`config.mk`:
```
export PLATFORM = sky130hd
export DESIGN_NAME = uart_frame_parser
export DESIGN_NICKNAME = d
export VERILOG_FILES = /design/src/rtl/uart_frame_parser.sv
export SDC_FILE = /design/constraint.sdc
export NUM_CORES = 1
export LEC_CHECK = 0
export BUFFER_PORTS_ARGS = -buffer_cell sky130_fd_sc_hd__buf_4
export CAP_MARGIN = 20
export CORE_MARGIN = 2
export CORE_UTILIZATION = 60
export DETAILED_ROUTE_END_ITERATION = 6
export PLACE_DENSITY = 0.78
export RECOVER_POWER = 100
export SLEW_MARGIN = 40
export SYNTH_ARGS = -nofsm -noshare
export SYNTH_HDL_FRONTEND = slang
export SYNTH_SLANG_ARGS = --single-unit
```
`constraint.sdc`:
```
create_clock -name clk -period 3.6 [get_ports clk]
set_input_delay 0.54 -clock clk [delete_from_list [all_inputs] [get_ports clk]]
set_output_delay 0.54 -clock clk [all_outputs]
set_load 0.1 [all_outputs]
```
`src/rtl/uart_frame_parser.sv`:
```
// Command-frame delineator behind uart_rx: HEADER, cmd, len, payload, XOR checksum.
// Payload goes out through a fall-through FIFO. Optional macro UFP_TIMEOUT_EN adds an inter-byte timeout.
module uart_frame_parser #(
    parameter int          FIFO_DEPTH     = 16,
    parameter int          MAX_LEN        = 64,
    parameter logic [7:0]  HEADER         = 8'hAA,
    parameter int          TIMEOUT_CYCLES = 1_000_000
) (
    input  logic       clk,
    input  logic       rst,
    input  logic [7:0] rx_data,
    input  logic       rx_done,
    output logic [7:0] out_data,
    output logic       out_valid,
    input  logic       out_ready,
    output logic       out_last,
    output logic [7:0] frame_cmd,
    output logic       frame_done,
    output logic       frame_ok,
    output logic [2:0] err_code,
    output logic       busy
);

    typedef enum logic [2:0] {IDLE, CMD, LEN, PAYLOAD, CHK} state_t;

    localparam int AW = $clog2(FIFO_DEPTH);

    state_t      state;
    logic [7:0]  chk;
    logic [7:0]  cnt;
    logic        ovf;
    logic [8:0]  mem [FIFO_DEPTH];
    logic [AW-1:0] wr_ptr;
    logic [AW-1:0] rd_ptr;
    logic [AW:0] count;
    logic        full;
    logic        pop;
    logic        push_req;
    logic        push_ok;
    logic        timeout_hit;

    // Output handshake: a byte transfers on every clk edge where out_valid && out_ready.
    // out_valid never depends on out_ready, and the head stays stable until it transfers.
    assign out_valid = (count != '0);
    assign out_data  = out_valid ? mem[rd_ptr][7:0] : 8'h00;
    assign out_last  = out_valid ? mem[rd_ptr][8]   : 1'b0;
    assign full      = (count == (AW+1)'(FIFO_DEPTH));
    assign pop       = out_valid & out_ready;
    assign push_req  = rx_done && (state == PAYLOAD);
    // A push into a full FIFO is accepted when the head leaves in the same cycle.
    assign push_ok   = push_req && (!full || pop);
    assign busy      = (state != IDLE);

`ifdef UFP_TIMEOUT_EN
    localparam int TW = $clog2(TIMEOUT_CYCLES + 1);
    logic [TW-1:0] tcnt;

    always_ff @(posedge clk or posedge rst) begin
        if (rst) begin
            tcnt <= '0;
        end else if (rx_done || !busy) begin
            tcnt <= '0;
        end else begin
            tcnt <= tcnt + 1'b1;
        end
    end

    assign timeout_hit = busy && !rx_done && (tcnt == TW'(TIMEOUT_CYCLES - 1));
`else
    assign timeout_hit = 1'b0;
`endif

    always_ff @(posedge clk) begin
        if (push_ok) begin
            mem[wr_ptr] <= {(cnt == 8'd1), rx_data};
        end
    end

    always_ff @(posedge clk or posedge rst) begin
        if (rst) begin
            wr_ptr <= '0;
            rd_ptr <= '0;
            count  <= '0;
        end else begin
            if (push_ok) begin
                wr_ptr <= wr_ptr + 1'b1;
            end
            if (pop) begin
                rd_ptr <= rd_ptr + 1'b1;
            end
            case ({push_ok, pop})
                2'b10:   count <= count + 1'b1;
                2'b01:   count <= count - 1'b1;
                default: count <= count;
            endcase
        end
    end

    always_ff @(posedge clk or posedge rst) begin
        if (rst) begin
            state      <= IDLE;
            chk        <= 8'h00;
            cnt        <= 8'h00;
            ovf        <= 1'b0;
            frame_cmd  <= 8'h00;
            frame_done <= 1'b0;
            frame_ok   <= 1'b0;
            err_code   <= 3'd0;
        end else begin
            frame_done <= 1'b0;
            if (timeout_hit) begin
                frame_done <= 1'b1;
                frame_ok   <= 1'b0;
                err_code   <= 3'd4;
                ovf        <= 1'b0;
                state      <= IDLE;
            end else if (rx_done) begin
                case (state)
                    IDLE: begin
                        if (rx_data == HEADER) begin
                            state <= CMD;
                        end
                    end
                    CMD: begin
                        frame_cmd <= rx_data;
                        chk       <= rx_data;
                        state     <= LEN;
                    end
                    LEN: begin
                        if (rx_data > 8'(MAX_LEN)) begin
                            frame_done <= 1'b1;
                            frame_ok   <= 1'b0;
                            err_code   <= 3'd2;
                            ovf        <= 1'b0;
                            state      <= IDLE;
                        end else begin
                            chk   <= chk ^ rx_data;
                            cnt   <= rx_data;
                            state <= (rx_data != 8'h00) ? PAYLOAD : CHK;
                        end
                    end
                    PAYLOAD: begin
                        chk <= chk ^ rx_data;
                        cnt <= cnt - 8'd1;
                        if (push_req && !push_ok) begin
                            ovf <= 1'b1;
                        end
                        if (cnt == 8'd1) begin
                            state <= CHK;
                        end
                    end
                    CHK: begin
                        // Overflow outranks a checksum mismatch.
                        frame_done <= 1'b1;
                        if (ovf) begin
                            frame_ok <= 1'b0;
                            err_code <= 3'd3;
                        end else if (rx_data != chk) begin
                            frame_ok <= 1'b0;
                            err_code <= 3'd1;
                        end else begin
                            frame_ok <= 1'b1;
                            err_code <= 3'd0;
                        end
                        ovf   <= 1'b0;
                        state <= IDLE;
                    end
                    default: state <= IDLE;
                endcase
            end
        end
    end

endmodule

```
==> flow_metrics.py <==
metrics = {
    "yosys": {
        "synthAdderAreaFrac_pct": 1.65,
        "synth_seq_cells": 189,
        "synth_cell_types": 62,
        "synth_simple_gate_area_share_pct": 8.96,
        "async_flop_share_pct": 23.8,
        "synth_top_family_by_area": "multiplexers",
        "synth_xor_area_share_pct": 1.89,
        "syn_inst": 533,
        "synth_edf_count": 144,
        "synthFlopType": "edfxtp_1",
        "synth_area_um2": 8320,
        "synthMuxAreaShare_pct": 12.8,
        "synth_fp_nets": 556,
        "synth-compound-area-share_pct": 6.72,
        "ys_seq_area_share_pct": 65.5,
        "synth.avg_cell_area_um2": 15.6,
        "synth_warnings": 0,
    },
    "worst_setup_path": {
        "cp_slowest_cell": "or4_4",
        "worstSetupEndpointType": "flip-flop",
        "critical_path.max_fanout": 11,
        "reg2reg_depth": 10,
        "cp_common_cell": "ha_1",
        "crit_path_start_kind": "flip-flop",
        "rrSetupSlack_ns": 0.24,
        "cp_cell_sequence": "or4_4 > o311a_2 > inv_2 > ha_1 > xor2_1 > ha_1 > or3_1 > a2111oi_1 > nor4b_1 > xnor2_1",
        "cp.arrival_ns": 3.66,
        "r2r_start": "count[1]",
        "cp_slowest_stage_delay_ns": 0.56,
        "worstSetupPathType": "reg -> reg",
        "worst_ep_required_time_ns": 3.90,
        "r2r-end": "count[4]",
    },
    "clock_tree": {
        "clk_latency_ns": 0.44,
        "cts_buffers": 17,
        "path_clk_slew_ns": 0.07,
        "ctsResizeCount": 0,
        "cts_buffer_depth": 2,
        "postCtsSetupRepairBufs": 0,
        "tritoncts": "built",
        "holdBufCountCts": 0,
        "root_buffer": "clkbuf_16",
        "cts_max_level": 4,
        "clock_sinks": 189,
    },
    "cells_and_area": {
        "multiInputGateArea_um2": 2660,
        "final_common_cell": "edfxtp_1",
        "drive_gt1_share_pct": 16.6,
        "fillCellCount": 916,
        "layout_common_cells": "144 x edfxtp_1, 43 x dfrtp_1, 41 x nand2_1, 36 x mux4_2, 31 x clkbuf_1",
        "area_growth_pct": 10.5,
        "nNetsFinal": 589,
        "post-route-util_pct": 67.0,
        "seq_area_um2": 5450,
        "antenna_cells": 0,
    },
    "die": {
        "die-width_um": 122,
        "rows": 43,
        "dieArea_um2": 14800,
        "start_util_pct": 60.7,
        "die_height_um": 122,
        "boundaryPins": 36,
        "core-area_um2": 13700,
    },
    "global_routing": {
        "grt_overflow": 0,
        "grt_pass1_vias": 4823,
        "antenna_found_initial": 0,
        "grt_max_degree": 46,
        "grt_usage_pct": 25.6,
        "grt_pass1_wl_um": 27400,
    },
    "sta": {
        "final.setup.tns_ns": 0,
        "setup_viol": 0,
        "slew_viol_final": 46,
        "period_share_pct": 93.2,
        "slew_headroom_pct": -34.0,
        "layout_setup_ws_ns": 0.243,
        "fin_crit_ns": 3.36,
        "hold_viol_final": 0,
        "fin_skew_ns": 0.00611,
        "rsz0062_at_grt": "false",
        "max_freq_mhz": 298,
        "worstMarginPinSlew_ns": 2.00,
    },
    "outcome": {
        "violations": "max-capacitance violations, max-slew violations",
        "status": "finished, violations left",
    },
    "min_path": {
        "hold_path.class": "reg -> reg",
        "whs_path_depth": 2,
        "hold_path.startpoint": "frame_cmd[7]",
        "hold_end": "frame_cmd[7]",
    },
    "route": {
        "ant_nets": 0,
        "wl_um": 17800,
        "wire_per_inst_um": 23.4,
        "drtIter0Drc": 491,
        "viasPerCell": 6.54,
        "drc": 0,
        "dr.pass1.iters": 5,
        "num_vias": 4965,
    },
    "power": {
        "p_leak_nw": 3.21,
        "total_power_mw": 7.83,
        "ir_drop_mv": 0.603,
        "p_per_area_nw_per_um2": 851,
    },
    "placement": {
        "hpwl_um": 10700,
        "preCtsSetupSlack_ns": 0.225,
        "io_buffers": 34,
        "place.gp.congestion": 0.860,
    },
    "job": {
        "drv_cap": 1,
    },
}
## metrics by stage
stage	cells	area [µm²]	hold slack, ns
2_1_floorplan	533	8320	0.468
3_3_place_gp	727	8780	0.461
3_5_place_dp	727	8790	0.466
4_1_cts	759	9370	0.172
5_1_grt	759	9200	0.507
6_report	759	9200	0.481
## worst max path at each step
stage / startpoint / end / slack [ns]
after floorplan: count[2] / out_data[6] / -0.38
after global placement: count[1] / count[4] / 0.40
after detailed placement: count[1] / count[4] / 0.23
after CTS: count[1] / count[4] / 0.13
after global routing: count[1] / count[4] / 0.04
final: count[1] / count[4] / 0.24
## synth_stat cells (12+ instances only)
master,n,area [µm²]
mux2i_1,21,210
edfxtp_1,144,4320
mux4_2,36,811
o211ai_1,13,97.6
dfrtp_1,45,1130
nor2_1,14,52.6
buf_2,12,60.1
o21ai_0,14,70.1
clkbuf_1,16,60.1
nand2_1,41,154
xnor2_1,14,123
## cell type report
type / instances / area share (%)
clock buffer: 17 / 4.63
clock inverter: 15 / 1.73
inverter: 12 / 0.503
multi-input combinational: 299 / 28.9
sequential: 189 / 59.3
tap: 180 / 2.45
timing repair buffer: 47 / 2.52
## power by group
group | leakage (nW) | switching (mW) | internal (mW)
Combinational | 1.06 | 2.17 | 0.925
Sequential | 1.86 | 0.290 | 2.60
Clock | 0.290 | 0.856 | 0.982
## flip-flops by register name, indices dropped and copies added, names as in the netlist
name,flops
chk,8
cnt,8
ovf,1
frame_done,1
frame_cmd,8
mem,144
wr_ptr,4
state,3
rd_ptr,4
err_code,2
frame_ok,1
count,5
## cell families (layout without fill, tap and decap cells)
family | Yosys count | count (layout)
other cells | 1 | 1
mux | 61 | 61
fa+ha+maj | 11 | 11
xor+xnor | 18 | 18
compound gates | 78 | 78
simple gates | 130 | 130
buf+inv | 45 | 91
flops | 189 | 189
## per-layer routing
layer  up-vias  part of all wire (%)  track usage (%)
met5         -                     0                0
met2       209                    51             40.8
met4         0                   2.3             10.3
li1       2169                     -                -
met1      2557                    41             34.4
met3        30                   6.2             6.13
## worst max-delay path: cells and delay by family (launching register included)
kind | cells | cell delay (ns)
AND/OR/NAND/NOR | 3 | 1.02
buffers and inverters | 1 | 0.15
AO/OA/AOI/OAI | 2 | 0.88
flip-flops | 1 | 0.47
adder cells (fa/ha/maj) | 2 | 0.45
XOR/XNOR | 2 | 0.26
(Power assumes the default switching activity.)
